===== config.mk =====
export PLATFORM = sky130hd
export DESIGN_NAME = mem_access_ctrl
export DESIGN_NICKNAME = d
export VERILOG_FILES = /design/src/rtl/mem_access_ctrl.sv
export SDC_FILE = /design/constraint.sdc
export NUM_CORES = 1
export LEC_CHECK = 0
export CAP_MARGIN = 10
export CORE_MARGIN = 5
export CORE_UTILIZATION = 39
export CTS_CLUSTER_SIZE = 24
export DETAILED_ROUTE_END_ITERATION = 12
export GPL_ROUTABILITY_DRIVEN = 1
export PLACE_DENSITY_LB_ADDON = 0.3
export SLEW_MARGIN = 40
export SYNTH_ARGS = -nofsm -noshare
export SYNTH_HDL_FRONTEND = slang
export SYNTH_SLANG_ARGS = --single-unit

===== constraint.sdc =====
create_clock -name clk_i -period 2.7 [get_ports clk_i]
set_clock_uncertainty 0.2 [all_clocks]
set_input_delay 0.54 -clock clk_i [delete_from_list [all_inputs] [get_ports clk_i]]
set_output_delay 0.54 -clock clk_i [all_outputs]
set_load 0.05 [all_outputs]

===== src/rtl/mem_access_ctrl.sv =====
// Memory access controller: routes one CPU request to ROM or RAM with wait states.
// Optional macro SEL_CHECK_EN cross-checks the decoder select against the address.
module mem_access_ctrl #(
  parameter int unsigned           DATA_WIDTH = 32,
  parameter int unsigned           ADDR_WIDTH = 32,
  parameter logic [ADDR_WIDTH-1:0] RAM_BASE   = 32'h0010_0000,
  parameter int unsigned           ROM_WAIT   = 1,
  parameter int unsigned           RAM_WAIT   = 2,
  parameter int unsigned           MEM_AW     = 10
) (
  input  logic                  clk_i,
  input  logic                  rst_n_i,
  input  logic                  req_i,
  input  logic                  we_i,
  input  logic [ADDR_WIDTH-1:0] addr_i,
  input  logic [DATA_WIDTH-1:0] wdata_i,
  input  logic                  sel_i,
  output logic                  ready_o,
  output logic                  err_o,
  output logic [DATA_WIDTH-1:0] rdata_o,
`ifdef SEL_CHECK_EN
  output logic                  sel_mismatch_o,
`endif
  output logic [MEM_AW-1:0]     rom_addr_o,
  input  logic [DATA_WIDTH-1:0] rom_rdata_i,
  output logic [MEM_AW-1:0]     ram_addr_o,
  output logic                  ram_we_o,
  output logic [DATA_WIDTH-1:0] ram_wdata_o,
  input  logic [DATA_WIDTH-1:0] ram_rdata_i
);

  // state  | meaning
  // IDLE   | waiting for req_i, samples request and checks for errors
  // ACCESS | counting down wait states, access happens when count reaches 0
  // DONE   | one-cycle ready_o (and err_o) pulse
  typedef enum logic [1:0] {IDLE, ACCESS, DONE} state_t;

  localparam logic [3:0]        ROM_W      = 4'(ROM_WAIT);
  localparam logic [3:0]        RAM_W      = 4'(RAM_WAIT);
  localparam logic [MEM_AW-1:0] RAM_BASE_W = RAM_BASE[MEM_AW+1:2];

  state_t                state_q, state_d;
  logic [3:0]            cnt_q, cnt_d;
  logic [MEM_AW-1:0]     waddr_q, waddr_d;
  logic                  we_q, we_d;
  logic                  sel_q, sel_d;
  logic                  err_q, err_d;
  logic                  mism_q, mism_d;
  logic [DATA_WIDTH-1:0] wdata_q, wdata_d;
  logic [DATA_WIDTH-1:0] rdata_q, rdata_d;
  logic                  sel_mis;
  logic                  req_bad;
  logic                  unused_addr_hi;

  // Only the word address is kept; upper address bits matter only to the select check.
  assign unused_addr_hi = ^{addr_i[ADDR_WIDTH-1:MEM_AW+2], mism_q};

  always_comb begin
    sel_mis = 1'b0;
`ifdef SEL_CHECK_EN
    sel_mis = (addr_i >= RAM_BASE) != sel_i;
`endif
    req_bad = (addr_i[1:0] != 2'b00) || (we_i && !sel_i) || sel_mis;
  end

  always_comb begin
    state_d = state_q;
    cnt_d   = cnt_q;
    waddr_d = waddr_q;
    we_d    = we_q;
    sel_d   = sel_q;
    err_d   = err_q;
    mism_d  = mism_q;
    wdata_d = wdata_q;
    rdata_d = rdata_q;
    case (state_q)
      IDLE: begin
        if (req_i) begin
          cnt_d  = sel_i ? RAM_W : ROM_W;
          err_d  = req_bad;
          mism_d = sel_mis;
          if (req_bad) begin
            state_d = DONE;
          end else begin
            // Latches only move on a valid request so errors leave memory addresses untouched.
            waddr_d = addr_i[MEM_AW+1:2];
            we_d    = we_i;
            sel_d   = sel_i;
            wdata_d = wdata_i;
            state_d = ACCESS;
          end
        end
      end
      ACCESS: begin
        if (cnt_q == 4'd0) begin
          if (!we_q) rdata_d = sel_q ? ram_rdata_i : rom_rdata_i;
          state_d = DONE;
        end else begin
          cnt_d = cnt_q - 4'd1;
        end
      end
      DONE:    state_d = IDLE;
      default: state_d = IDLE;
    endcase
  end

  always_ff @(posedge clk_i or negedge rst_n_i) begin
    if (!rst_n_i) begin
      state_q <= IDLE;
      cnt_q   <= '0;
      waddr_q <= '0;
      we_q    <= 1'b0;
      sel_q   <= 1'b0;
      err_q   <= 1'b0;
      mism_q  <= 1'b0;
      wdata_q <= '0;
      rdata_q <= '0;
    end else begin
      state_q <= state_d;
      cnt_q   <= cnt_d;
      waddr_q <= waddr_d;
      we_q    <= we_d;
      sel_q   <= sel_d;
      err_q   <= err_d;
      mism_q  <= mism_d;
      wdata_q <= wdata_d;
      rdata_q <= rdata_d;
    end
  end

  assign ready_o     = (state_q == DONE);
  assign err_o       = (state_q == DONE) && err_q;
  assign rdata_o     = rdata_q;
  assign rom_addr_o  = waddr_q;
  assign ram_addr_o  = waddr_q - RAM_BASE_W;
  assign ram_wdata_o = wdata_q;
  assign ram_we_o    = (state_q == ACCESS) && (cnt_q == 4'd0) && we_q && sel_q;
`ifdef SEL_CHECK_EN
  assign sel_mismatch_o = (state_q == DONE) && mism_q;
`endif

endmodule

==> impl_metrics.ini <==
[run_status]
status = completed

[final_layout]
antenna_cells = 0
area_delta_synth_final_pct = 58.5
final_nets = 587
fin_cells = 589
utilization_pct = 63.2
drive_gt1_share_pct = 30.3
n_fill_cell = 777

[critical_path]
cp.buffers_inverters = 2
startpoint_type = register
end_kind = primary output
critPathMaxFanout = 5
critPathMaxStageDelay_ps = 420
r2r_slack_ps = 430
critical-path-top-delay-family = simple AND/OR/NAND/NOR gates
reg2reg_depth = 4
cp_cell_sequence = inv_1 -> ha_1 -> nand2b_1 -> nor4_2 -> buf_12
critPathKind = register to primary output
slowest_stage = dfrtp_1
cp.required_ps = 1960
rr_startpoint = state_q[1]$_DFFE_PN0P_
worst_ep_arrival_time_ps = 1770
r2r-end = rdata_o[12]$_DFFE_PN0P_

[clocking]
cts_sinks = 83
cts_buffers = 9
cts_setup_buffers = 0
clk_pin_slew_ps = 90
cts_tree = yes
clockBufferDepth = 2
root_buffer = clkbuf_8
clock_latency_ps = 350
htreeDepth = 3

[placed_design]
dp_hpwl_um = 7750
gp_congestion = 0.761
dpl.cell_count = 573
portBuffers = 199

[logic_synthesis]
syn_nets = 393
synth_most_common_cell = dfrtp_1
synth_top_area_share_pct = 53.5
ys_ff_latch = 83
synthCells = 258
syn_area_um2 = 3880
avgSynthCellArea_um2 = 15.0
synth_area_leaders = dfrtp_1, mux2_2, mux2_4
ys_top_cells_by_count = dfrtp_1, mux2_2, mux2_4
ys.flop_type = dfrtp_1
yosysWarnings = 0
seq_area_frac_synth_pct = 53.5
synth-edff-count = 0
ys_types = 32
async_flop_share_pct = 100
yosysTopAreaCell = dfrtp_1

[detailed_routing]
routed-via-count = 2783
drt_wl_total_um = 9930
drc = 0
viasPerCell = 4.72
detailedRoute.firstPassIterationCount = 4
ant_nets = 0
wl_per_cell_um = 16.9
drtIter0Drc = 63

[power]
switching_power_uw = 3890
p_leak_uw = 0.00264
combPwrFrac_pct = 62.9
p_int_uw = 4310
p_sw_share_pct = 47.4
clock_power_share_pct = 10.3
power_density_nw_per_um2 = 1330
vdd_drop_max_mv = 0.694
p_seq_share_pct = 26.8
power_uw = 8210

[min_path]
hold_path_class = register to register
holdCritStartpoint = err_q$_DFFE_PN0P_
hold_end = err_q$_DFFE_PN0P_
hold-path-cell-count = 1

[global_routing]
grt_max_degree = 46
grt_pass1_wl_um = 15100
grt_pass1_vias = 3044
grt_use_total_pct = 16.2
antenna_found_initial = 0
grt_overflow = 0

[sta]
timing.hold.ws_ps = 301
max_freq_mhz = 398
max_slew_margin_pct = 63.5
period_minus_slack_ps = 2510
fin_setup_tns_ps = 0
maxSlewViolCount = 0
hold_violations = 0
rsz0062_at_grt = false
fin_crit_sh_pct = 93.1
setup_viol = 0
worstMarginPinSlew_ps = 547

[floorplan]
die_h_um = 110
die-area_um2 = 12100
rows = 36
ios = 220
fp.coreArea_um2 = 9730
die_w_um = 110
start_util_pct = 39.9

[run]
drv_cap = 0
==> layout by cell type (no fill, tap or decap), types with 2 or more instances in the layout <==
master           instances
nor3b_1                  4
nand2b_1                 3
buf_4                    6
ha_1                     2
clkdlybuf4s50_1        195
clkbuf_8                 9
clkinvlp_4               2
nand2_1                  3
a21oi_1                  5
dfrtp_1                 83
o21ai_0                  2
nand3_1                  3
buf_12                   4
mux2_2                  78
inv_1                    2
nor2b_1                  2
clkinv_2                 2
mux2_4                  30
==> per-layer routing <==
layer	track usage [%]	wire length, um	up-vias
met5	0	0	-
met4	5.08	98	0
met3	7.69	1170	10
met2	28.2	4900	131
met1	17.2	3760	1347
li1	-	-	1295
==> timing repair <==
action                                  4_1_cts  5_1_grt
endpoints found under the setup margin        0        1
hold buffers                                  1        0
endpoints found under the hold margin        32        0
gates resized for setup                       0        1
==> kinds of logic (layout without fill, tap and decap cells) <==
family          after synthesis  count (layout)  share of synthesized area [%]
compound gates               12              12                           2.06
fa+ha+maj                     2               2                          0.644
buf+inv                      26             224                           5.12
flops                        83              83                           53.5
mux                         109             109                           34.5
simple gates                 26              26                           4.19
==> per-stage QoR <==
stage | setup slack, ps | instance area, um^2
6_report | 185 | 6150
5_1_grt | 30.1 | 6150
4_1_cts | 25.6 | 6150
3_5_place_dp | 268 | 5960
3_3_place_gp | 325 | 5960
2_1_floorplan | 111 | 3890
==> power by group through the flow <==
stage	combinational, uW	sequential, uW	clock, uW
2_1_floorplan	1580	4150	0
3_3_place_gp	5140	2180	0
3_5_place_dp	5200	2230	0
4_1_cts	5220	2210	882
5_1_grt	5370	2290	930
6_report	5160	2200	846
==> layout make-up <==
type	count	area, um^2	share of cell area (%)
multi-input combinational	149	1620	26.3
clock inverter	5	55.1	0.895
tap	133	166	2.70
inverter	2	7.51	0.122
clock buffer	10	128	2.07
timing repair buffer	207	2100	34.1
sequential	83	2080	33.8
==> registers in the layout, summed over array words and instances (netlist names) <==
| register | count |
|---|---|
| rom_addr_o | 10 |
| state_q | 2 |
| cnt_q | 4 |
| sel_q | 1 |
| ram_wdata_o | 32 |
| we_q | 1 |
| rdata_o | 32 |
| err_q | 1 |
==> worst max path at each step <==
stage / from / endpoint / slack, ps / cells after the start
final: cnt_q[0]$_DFFE_PN0P_ / ram_we_o / 190 / 5
after global routing: cnt_q[0]$_DFFE_PN0P_ / ram_we_o / 30 / 5
after CTS: state_q[1]$_DFFE_PN0P_ / ready_o / 30 / 2
after detailed placement: req_i / ram_wdata_o[9]$_DFFE_PN0P_ / 270 / 5
after global placement: req_i / ram_wdata_o[9]$_DFFE_PN0P_ / 330 / 5
after floorplan: state_q[0]$_DFFE_PN0P_ / err_o / 110 / 3
(Power assumes the default switching activity.)
